File: config.mk
export PLATFORM = sky130hd
export DESIGN_NAME = stoch_vec_gen_flat
export DESIGN_NICKNAME = d
export VERILOG_FILES = /design/src/rtl/stoch_pkg.sv /design/src/rtl/stoch_vec_gen_if.sv /design/src/rtl/stoch_lfsr.sv /design/src/rtl/stoch_vec_gen.sv /design/src/flat_wrapper.sv
export SDC_FILE = /design/constraint.sdc
export NUM_CORES = 1
export LEC_CHECK = 0
export CAP_MARGIN = 0
export CELL_PAD_IN_SITES_DETAIL_PLACEMENT = 1
export CELL_PAD_IN_SITES_GLOBAL_PLACEMENT = 1
export CORE_MARGIN = 4
export CORE_UTILIZATION = 40
export CTS_BUF_LIST = sky130_fd_sc_hd__clkbuf_2 sky130_fd_sc_hd__clkbuf_4 sky130_fd_sc_hd__clkbuf_8
export DETAILED_ROUTE_END_ITERATION = 7
export GPL_TIMING_DRIVEN = 0
export PLACE_DENSITY = 0.78
export SETUP_SLACK_MARGIN = 0.1
export SYNTH_ARGS = -nofsm -noshare
export SYNTH_HDL_FRONTEND = slang
export SYNTH_HIERARCHICAL = 1
export SYNTH_SLANG_ARGS = --single-unit
File: constraint.sdc
create_clock -name CLK -period 2.7 [get_ports CLK]
set_clock_uncertainty 0.2 [all_clocks]
set_input_delay 0.54 -clock CLK [delete_from_list [all_inputs] [get_ports CLK]]
set_output_delay 0.54 -clock CLK [all_outputs]
set_load 0.1 [all_outputs]
File: src/rtl/stoch_pkg.sv
// Shared types and helpers for the stochastic bitstream generators:
// FSM state encoding, maximal-length LFSR tap masks and counter sizing.
package stoch_pkg;

    typedef enum logic [0:0] {IDLE, RUN} stoch_state_e;

    // Fibonacci tap masks: bit (t-1) set for polynomial tap t.
    function automatic logic [15:0] lfsr_taps(input int unsigned width);
        logic [15:0] taps;
        case (width)
            4:       taps = 16'h000C;
            5:       taps = 16'h0014;
            6:       taps = 16'h0030;
            7:       taps = 16'h0060;
            8:       taps = 16'h00B8;
            9:       taps = 16'h0110;
            10:      taps = 16'h0240;
            11:      taps = 16'h0500;
            12:      taps = 16'h0829;
            13:      taps = 16'h100D;
            14:      taps = 16'h2015;
            15:      taps = 16'h6000;
            16:      taps = 16'hD008;
            default: taps = 16'h0000;
        endcase
        return taps;
    endfunction

    // Bits needed to hold values 0..n.
    function automatic int unsigned cnt_width(input int unsigned n);
        return (n < 1) ? 1 : $clog2(n + 1);
    endfunction

endpackage

File: src/rtl/stoch_vec_gen_if.sv
// Load/stream bus of the stochastic vector generator; the generator is the slave.
interface stoch_vec_gen_if #(
    parameter int unsigned VEC_LEN   = 2,
    parameter int unsigned BIT_WIDTH = 8
);
    logic                         load_valid;
    logic                         load_ready;
    logic [VEC_LEN-1:0]           x_sign;
    logic [VEC_LEN*BIT_WIDTH-1:0] x_mag;
    logic [VEC_LEN-1:0]           up;
    logic [VEC_LEN-1:0]           un;
    logic                         out_valid;
    logic                         done;

    modport master (
        output load_valid, x_sign, x_mag,
        input  load_ready, up, un, out_valid, done
    );

    modport slave (
        input  load_valid, x_sign, x_mag,
        output load_ready, up, un, out_valid, done
    );
endinterface

File: src/rtl/stoch_lfsr.sv
// Maximal-length Fibonacci LFSR with synchronous reset/load to SEED and step enable.
// When load and en coincide, the step is taken from SEED.
module stoch_lfsr import stoch_pkg::*; #(
    parameter int unsigned      WIDTH = 8,
    parameter logic [WIDTH-1:0] SEED  = WIDTH'(1)
) (
    input  logic             CLK,
    input  logic             RST,
    input  logic             en,
    input  logic             load,
    output logic [WIDTH-1:0] state
);
    localparam logic [15:0]      TapsFull = lfsr_taps(WIDTH);
    localparam logic [WIDTH-1:0] Taps     = TapsFull[WIDTH-1:0];

    logic [WIDTH-1:0] base;
    logic [WIDTH-1:0] nxt;

    always_comb begin
        base = load ? SEED : state;
        nxt  = {base[WIDTH-2:0], ^(base & Taps)};
    end

    always_ff @(posedge CLK) begin
        if (RST) begin
            state <= SEED;
        end else if (en) begin
            state <= nxt;
        end else if (load) begin
            state <= SEED;
        end
    end
endmodule

File: src/rtl/stoch_vec_gen.sv
// Signed vector to dual-rail (up/un) stochastic bitstream generator.
// Define STOCH_GEN_RESEED_EN to reload the LFSR with LFSR_SEED on every accepted vector.
module stoch_vec_gen import stoch_pkg::*; #(
    parameter int unsigned VEC_LEN    = 2,
    parameter int unsigned BIT_WIDTH  = 8,
    parameter int unsigned STREAM_LEN = 255,
    parameter int unsigned LFSR_SEED  = 1
) (
    input logic            CLK,
    input logic            RST,
    stoch_vec_gen_if.slave bus
);
    localparam int unsigned     CntW    = cnt_width(STREAM_LEN);
    localparam logic [CntW-1:0] LastCnt = CntW'(STREAM_LEN - 1);

    stoch_state_e                 state_q, state_d;
    logic [CntW-1:0]              cnt_q, cnt_d;
    logic [VEC_LEN-1:0]           sign_q, sign_d;
    logic [VEC_LEN*BIT_WIDTH-1:0] mag_q, mag_d;
    logic [VEC_LEN-1:0]           up_q, up_d, un_q, un_d;
    logic                         valid_q, valid_d, done_q, done_d;

    logic [BIT_WIDTH-1:0]         lfsr_state, r_base, rot, mag_sel;
    logic [VEC_LEN-1:0]           src_sign;
    logic [VEC_LEN*BIT_WIDTH-1:0] src_mag;
    logic                         last, accept, produce, hit, lfsr_en, lfsr_load;

    assign last           = (state_q == RUN) && (cnt_q == LastCnt);
    assign bus.load_ready = (state_q == IDLE) || last;
    assign accept         = bus.load_valid && bus.load_ready;
    assign lfsr_en        = accept || ((state_q == RUN) && !last);

`ifdef STOCH_GEN_RESEED_EN
    assign lfsr_load = accept;
`else
    assign lfsr_load = 1'b0;
`endif

    // The bit produced at a reseeding accept compares against the seed itself.
    assign r_base = lfsr_load ? BIT_WIDTH'(LFSR_SEED) : lfsr_state;

    stoch_lfsr #(
        .WIDTH(BIT_WIDTH),
        .SEED (BIT_WIDTH'(LFSR_SEED))
    ) u_lfsr (
        .CLK  (CLK),
        .RST  (RST),
        .en   (lfsr_en),
        .load (lfsr_load),
        .state(lfsr_state)
    );

    always_comb begin
        state_d  = state_q;
        cnt_d    = cnt_q;
        sign_d   = sign_q;
        mag_d    = mag_q;
        up_d     = '0;
        un_d     = '0;
        valid_d  = 1'b0;
        done_d   = 1'b0;
        src_sign = sign_q;
        src_mag  = mag_q;
        produce  = 1'b0;
        rot      = '0;
        mag_sel  = '0;
        hit      = 1'b0;

        if (accept) begin
            state_d  = RUN;
            cnt_d    = '0;
            sign_d   = bus.x_sign;
            mag_d    = bus.x_mag;
            src_sign = bus.x_sign;
            src_mag  = bus.x_mag;
            produce  = 1'b1;
        end else if ((state_q == RUN) && !last) begin
            cnt_d   = cnt_q + CntW'(1);
            produce = 1'b1;
        end else if (last) begin
            state_d = IDLE;
            cnt_d   = '0;
        end

        if (produce) begin
            valid_d = 1'b1;
            done_d  = (cnt_d == LastCnt);
            for (int i = 0; i < int'(VEC_LEN); i++) begin
                // Per-element rotation decorrelates the streams sharing one LFSR.
                rot     = (r_base << (i % BIT_WIDTH)) | (r_base >> (BIT_WIDTH - (i % BIT_WIDTH)));
                mag_sel = src_mag[i*BIT_WIDTH +: BIT_WIDTH];
                hit     = (mag_sel != '0) && (rot <= mag_sel);
                up_d[i] = hit && !src_sign[i];
                un_d[i] = hit && src_sign[i];
            end
        end
    end

    always_ff @(posedge CLK) begin
        if (RST) begin
            state_q <= IDLE;
            cnt_q   <= '0;
            sign_q  <= '0;
            mag_q   <= '0;
            up_q    <= '0;
            un_q    <= '0;
            valid_q <= 1'b0;
            done_q  <= 1'b0;
        end else begin
            state_q <= state_d;
            cnt_q   <= cnt_d;
            sign_q  <= sign_d;
            mag_q   <= mag_d;
            up_q    <= up_d;
            un_q    <= un_d;
            valid_q <= valid_d;
            done_q  <= done_d;
        end
    end

    assign bus.up        = up_q;
    assign bus.un        = un_q;
    assign bus.out_valid = valid_q;
    assign bus.done      = done_q;
endmodule

File: src/flat_wrapper.sv
// flat-port wrapper written by rule: the top's interface ports become plain ports
module stoch_vec_gen_flat import stoch_pkg::*;
#(
    parameter int unsigned VEC_LEN    = 2,
    parameter int unsigned BIT_WIDTH  = 8,
    parameter int unsigned STREAM_LEN = 255,
    parameter int unsigned LFSR_SEED  = 1
)
  (CLK, RST, bus_load_valid, bus_x_sign, bus_x_mag, bus_load_ready, bus_up, bus_un, bus_out_valid, bus_done);
  stoch_vec_gen_if #(.VEC_LEN(VEC_LEN), .BIT_WIDTH(BIT_WIDTH)) bus_i ();
  input logic CLK;
  input logic RST;
  input wire logic [$bits(bus_i.load_valid)-1:0] bus_load_valid;
  input wire logic [$bits(bus_i.x_sign)-1:0] bus_x_sign;
  input wire logic [$bits(bus_i.x_mag)-1:0] bus_x_mag;
  output wire logic [$bits(bus_i.load_ready)-1:0] bus_load_ready;
  output wire logic [$bits(bus_i.up)-1:0] bus_up;
  output wire logic [$bits(bus_i.un)-1:0] bus_un;
  output wire logic [$bits(bus_i.out_valid)-1:0] bus_out_valid;
  output wire logic [$bits(bus_i.done)-1:0] bus_done;
  assign bus_i.load_valid = bus_load_valid;
  assign bus_i.x_sign = bus_x_sign;
  assign bus_i.x_mag = bus_x_mag;
  assign bus_load_ready = bus_i.load_ready;
  assign bus_up = bus_i.up;
  assign bus_un = bus_i.un;
  assign bus_out_valid = bus_i.out_valid;
  assign bus_done = bus_i.done;
  stoch_vec_gen #(.VEC_LEN(VEC_LEN), .BIT_WIDTH(BIT_WIDTH), .STREAM_LEN(STREAM_LEN), .LFSR_SEED(LFSR_SEED)) u_core (.CLK(CLK), .RST(RST), .bus(bus_i));
endmodule
==> summary.md <==
| Metric | Value |
|---|---|
| Status | `finished with violations` |
| Failing checks | `setup timing` |
| Max-Cap Viols | `0` |
| Total power | `0.00152 W` |
| Ys Warns | `6` |
| H-tree levels | `2` |
| Maximum clock path buffer count | `2` |
| Clock power frac | `28.1%` |
| Bufs and invs on worst path | `3` |
| Slowest-stage cell, CP | `mux2i_4` |
| I/O pin count | `28` |
| CP Class | `in2reg` |
| Initial antenna violation count | `0` |
| Grt total ovfl | `0` |
| Die W | `82.3 um` |
| CP required | `2.72 ns` |
| Fin crit share | `102%` |
| Max incr delay on CP | `0.28 ns` |
| Slew Limit Headroom | `33.8%` |
| Cell Area, Synth | `2210 um2` |
| CP Cell Sequence | `clkdlybuf4s15_2 -> nand4_1 -> o21ai_4 -> buf_12 -> buf_12 -> mux2i_4 -> ha_4 -> and4b_1 -> a211oi_2 -> o21ai_2 -> a211oi_1` |
| Nets@finish | `327` |
| Synth area leader | `dfxtp_1` |
| Critical Path Source Type | `input pin` |
| RSZ-0062 raised after global routing | `yes` |
| Top routing layer in use | `met4` |
| Met2 WL | `4.15 mm` |
| Synth area leaders | `dfxtp_1 (37%), mux2i_1 (11%), ha_1 (10%)` |
| Die height | `82.3 um` |
| Seq/Total Area, Yosys | `37.2%` |
| Global Route Usage Sum | `22.1%` |
| Final Hold Vio Count | `0` |
| Slew Viols, Final | `0` |
| Layout cells sized above 1 | `31.1%` |
| # rows | `26` |
| Min-delay worst type | `reg2reg` |
| Share of the synthesized area in the top cell type | `37.2%` |
| Crit Path Max Fanout | `7` |
| Antenna viol nets, final | `0` |
| First-pass GRT wire length | `11.1 mm` |
| Achievable clock frequency | `0.362 GHz` |
| Final setup violation count | `4` |
| Post-synth EDFFs | `0` |
| Yosys cell types | `44` |
| CTS Sinks | `41` |
| Peak VDD IR | `0.287 mV` |
| CTS tree | `built` |
| Drt total wl | `7.99 mm` |
| Average size of a mapped cell | `9.47 um2` |
| DR WL/cell | `22.3 um` |
| Antenna cells | `0` |
| Setup ws final | `-0.0653 ns` |
| Initial Util | `42.1%` |
| GPL Wtd Cong | `0.736` |
| Slew @ Worst Pin | `0.989 ns` |
| Delay-heaviest family, CP | `compound AO/OA/AOI/OAI gates` |
| TritonCTS buffer count | `5` |
| M1 WL | `3.22 mm` |
| Final min period | `2.77 ns` |
| P_int | `0.00103 W` |
| Cell mode on critical path | `buf_12` |
| Iter 0 DRT Violations | `114` |
| # DRC | `0` |
| Pwr dens | `474 nW/um2` |
| Largest net degree at the start of global routing | `13` |
| Setup TNS | `-0.180 ns` |
| Vias | `2061` |
| Ys async rst share | `0%` |
| DIE AREA | `6770 um2` |
| Via-per-instance ratio | `5.74` |
| Sequential Power Share | `43.3%` |
| CP arrival | `2.78 ns` |
| Sw Share | `32.0%` |
| Ys flop type | `dfxtp_1` |
| Reg clk slew, reported paths | `0.08 ns` |
| Total leakage power | `1.21 nW` |
| 1st-pass router iterations | `4` |
| Seq cells post-synth | `41` |
| Kind of end point of the critical path | `register` |
| Cells after synthesis | `233` |
| Comb power frac | `28.6%` |
| Vias in the first global route | `2124` |
| Core Area | `5240 um2` |
| HPWL reported at the end of detailed placement | `4.20 mm` |
| WL met3 | `340 um` |
| Clk_lat worst skew | `0.29 ns` |
| Root Buffer | `clkbuf_8` |
| Syn-to-layout area delta | `45.4%` |
| Switch Pwr | `0.000486 W` |
| IO buf count | `27` |
-- tightest hold or removal path, delay by kind of cell, from the launching register on --
family	cells	cell delay, ns
AO/OA/AOI/OAI	1	0.04
flip-flops	1	0.33
multiplexers	1	0.14
-- layout make-up --
class | instances | area, um2
clock buffer | 7 | 83.8
buffer | 9 | 77.6
sequential | 41 | 833
tap | 70 | 87.6
timing repair buffer | 44 | 432
multi-input combinational | 180 | 1660
inverter | 7 | 26.3
clock inverter | 1 | 7.51
fill | 561 | 2030
-- worst paths after layout --
kind                    startpoint               end  slack (ns)  cells past startpoint
hold / removal    u_core/sign_q[1]  u_core/bus.up[1]        0.35                      2
hold reg to reg   u_core/sign_q[1]  u_core/bus.up[1]        0.35                      2
setup reg to reg   u_core/cnt_q[0]  u_core/bus.up[1]       -0.05                     12
setup / recovery    bus_load_valid  u_core/bus.up[1]       -0.07                     11
-- power groups by stage --
| stage | combinational, W | sequential (W) | clock (W) |
|---|---|---|---|
| 6_report | 0.000435 | 0.000659 | 0.000427 |
| 5_1_grt | 0.000461 | 0.000661 | 0.000463 |
| 4_1_cts | 0.000377 | 0.000653 | 0.000416 |
| 3_5_place_dp | 0.000297 | 0.000665 | 0 |
| 3_3_place_gp | 0.000287 | 0.000664 | 0 |
| 2_1_floorplan | 0.000160 | 0.000706 | 0 |
-- what timing repair did --
item | in CTS | in global routing
gates cloned | 1 | 0
gates resized for setup | 51 | 21
buffers inserted | 11 | 5
hold buffers | 0 | 0
endpoints found under the setup margin | 5 | 5
pin swaps | 11 | 9
-- layer usage --
layer / vias to the layer above / GRT usage, %
li1: 949 / -
met5: - / 0
met4: 0 / 7.64
met3: 22 / 4.66
met2: 76 / 39.9
met1: 1014 / 25.5
-- registers in the layout, summed over array words and instances (netlist names) --
register,count
u_core/mag_q,16
u_core/bus.done,1
u_core/cnt_q,8
u_core/bus.un,2
u_core/u_lfsr/state,8
u_core/sign_q,2
u_core/state_q,1
u_core/bus.out_valid,1
u_core/bus.up,2
-- Yosys cell counts (3+ instances only) --
library cell / instances
mux2_2: 3
buf_4: 3
nand3_1: 3
clkbuf_1: 4
xnor2_1: 4
dfxtp_1: 41
nand2_1: 12
o21ai_0: 3
ha_1: 18
mux2i_1: 24
nor2_1: 32
a211oi_1: 4
nand2b_1: 6
a21oi_1: 11
or2_2: 3
nor4_1: 9
inv_1: 7
nor3_1: 5
nand4_1: 6
-- cell families after synthesis --
kind of cell	synth area share (%)
adder cells (fa/ha/maj)	10.2
other	0.170
flip-flops	37.2
multiplexers	12.4
buffers and inverters	4.31
XOR/XNOR	2.38
AO/OA/AOI/OAI	11.6
AND/OR/NAND/NOR	21.7
-- layout by cell type (no fill, tap or decap), drive strengths merged, types with 3 or more instances in the layout --
cell / Yosys / routed
clkdlybuf4s50: 0 / 25
a211oi: 4 / 4
or2: 3 / 3
buf: 5 / 22
mux2: 3 / 3
inv: 7 / 7
nor4: 10 / 10
o21ai: 5 / 5
nand2: 13 / 13
nor2: 32 / 32
nor3: 6 / 6
nand4: 8 / 8
nand3: 3 / 3
a21oi: 11 / 11
dfxtp: 41 / 41
xnor2: 4 / 4
conb: 1 / 5
ha: 18 / 18
clkbuf: 4 / 12
mux2i: 24 / 24
nand2b: 6 / 6
-- stage by stage --
step	cell area, um2	cells	hold slack (ns)	util [%]	worst slack, ns
3_3_place_gp	2590	334	0.295	49.4	-0.706
4_1_cts	3070	354	0.342	58.6	0.0340
5_1_grt	3210	359	0.351	61.3	-0.156
2_1_floorplan	2230	237	0.263	-	0.112
6_report	3210	359	0.345	61.3	-0.0653
3_5_place_dp	2590	334	0.311	49.4	-0.747
(Power assumes the default switching activity.)
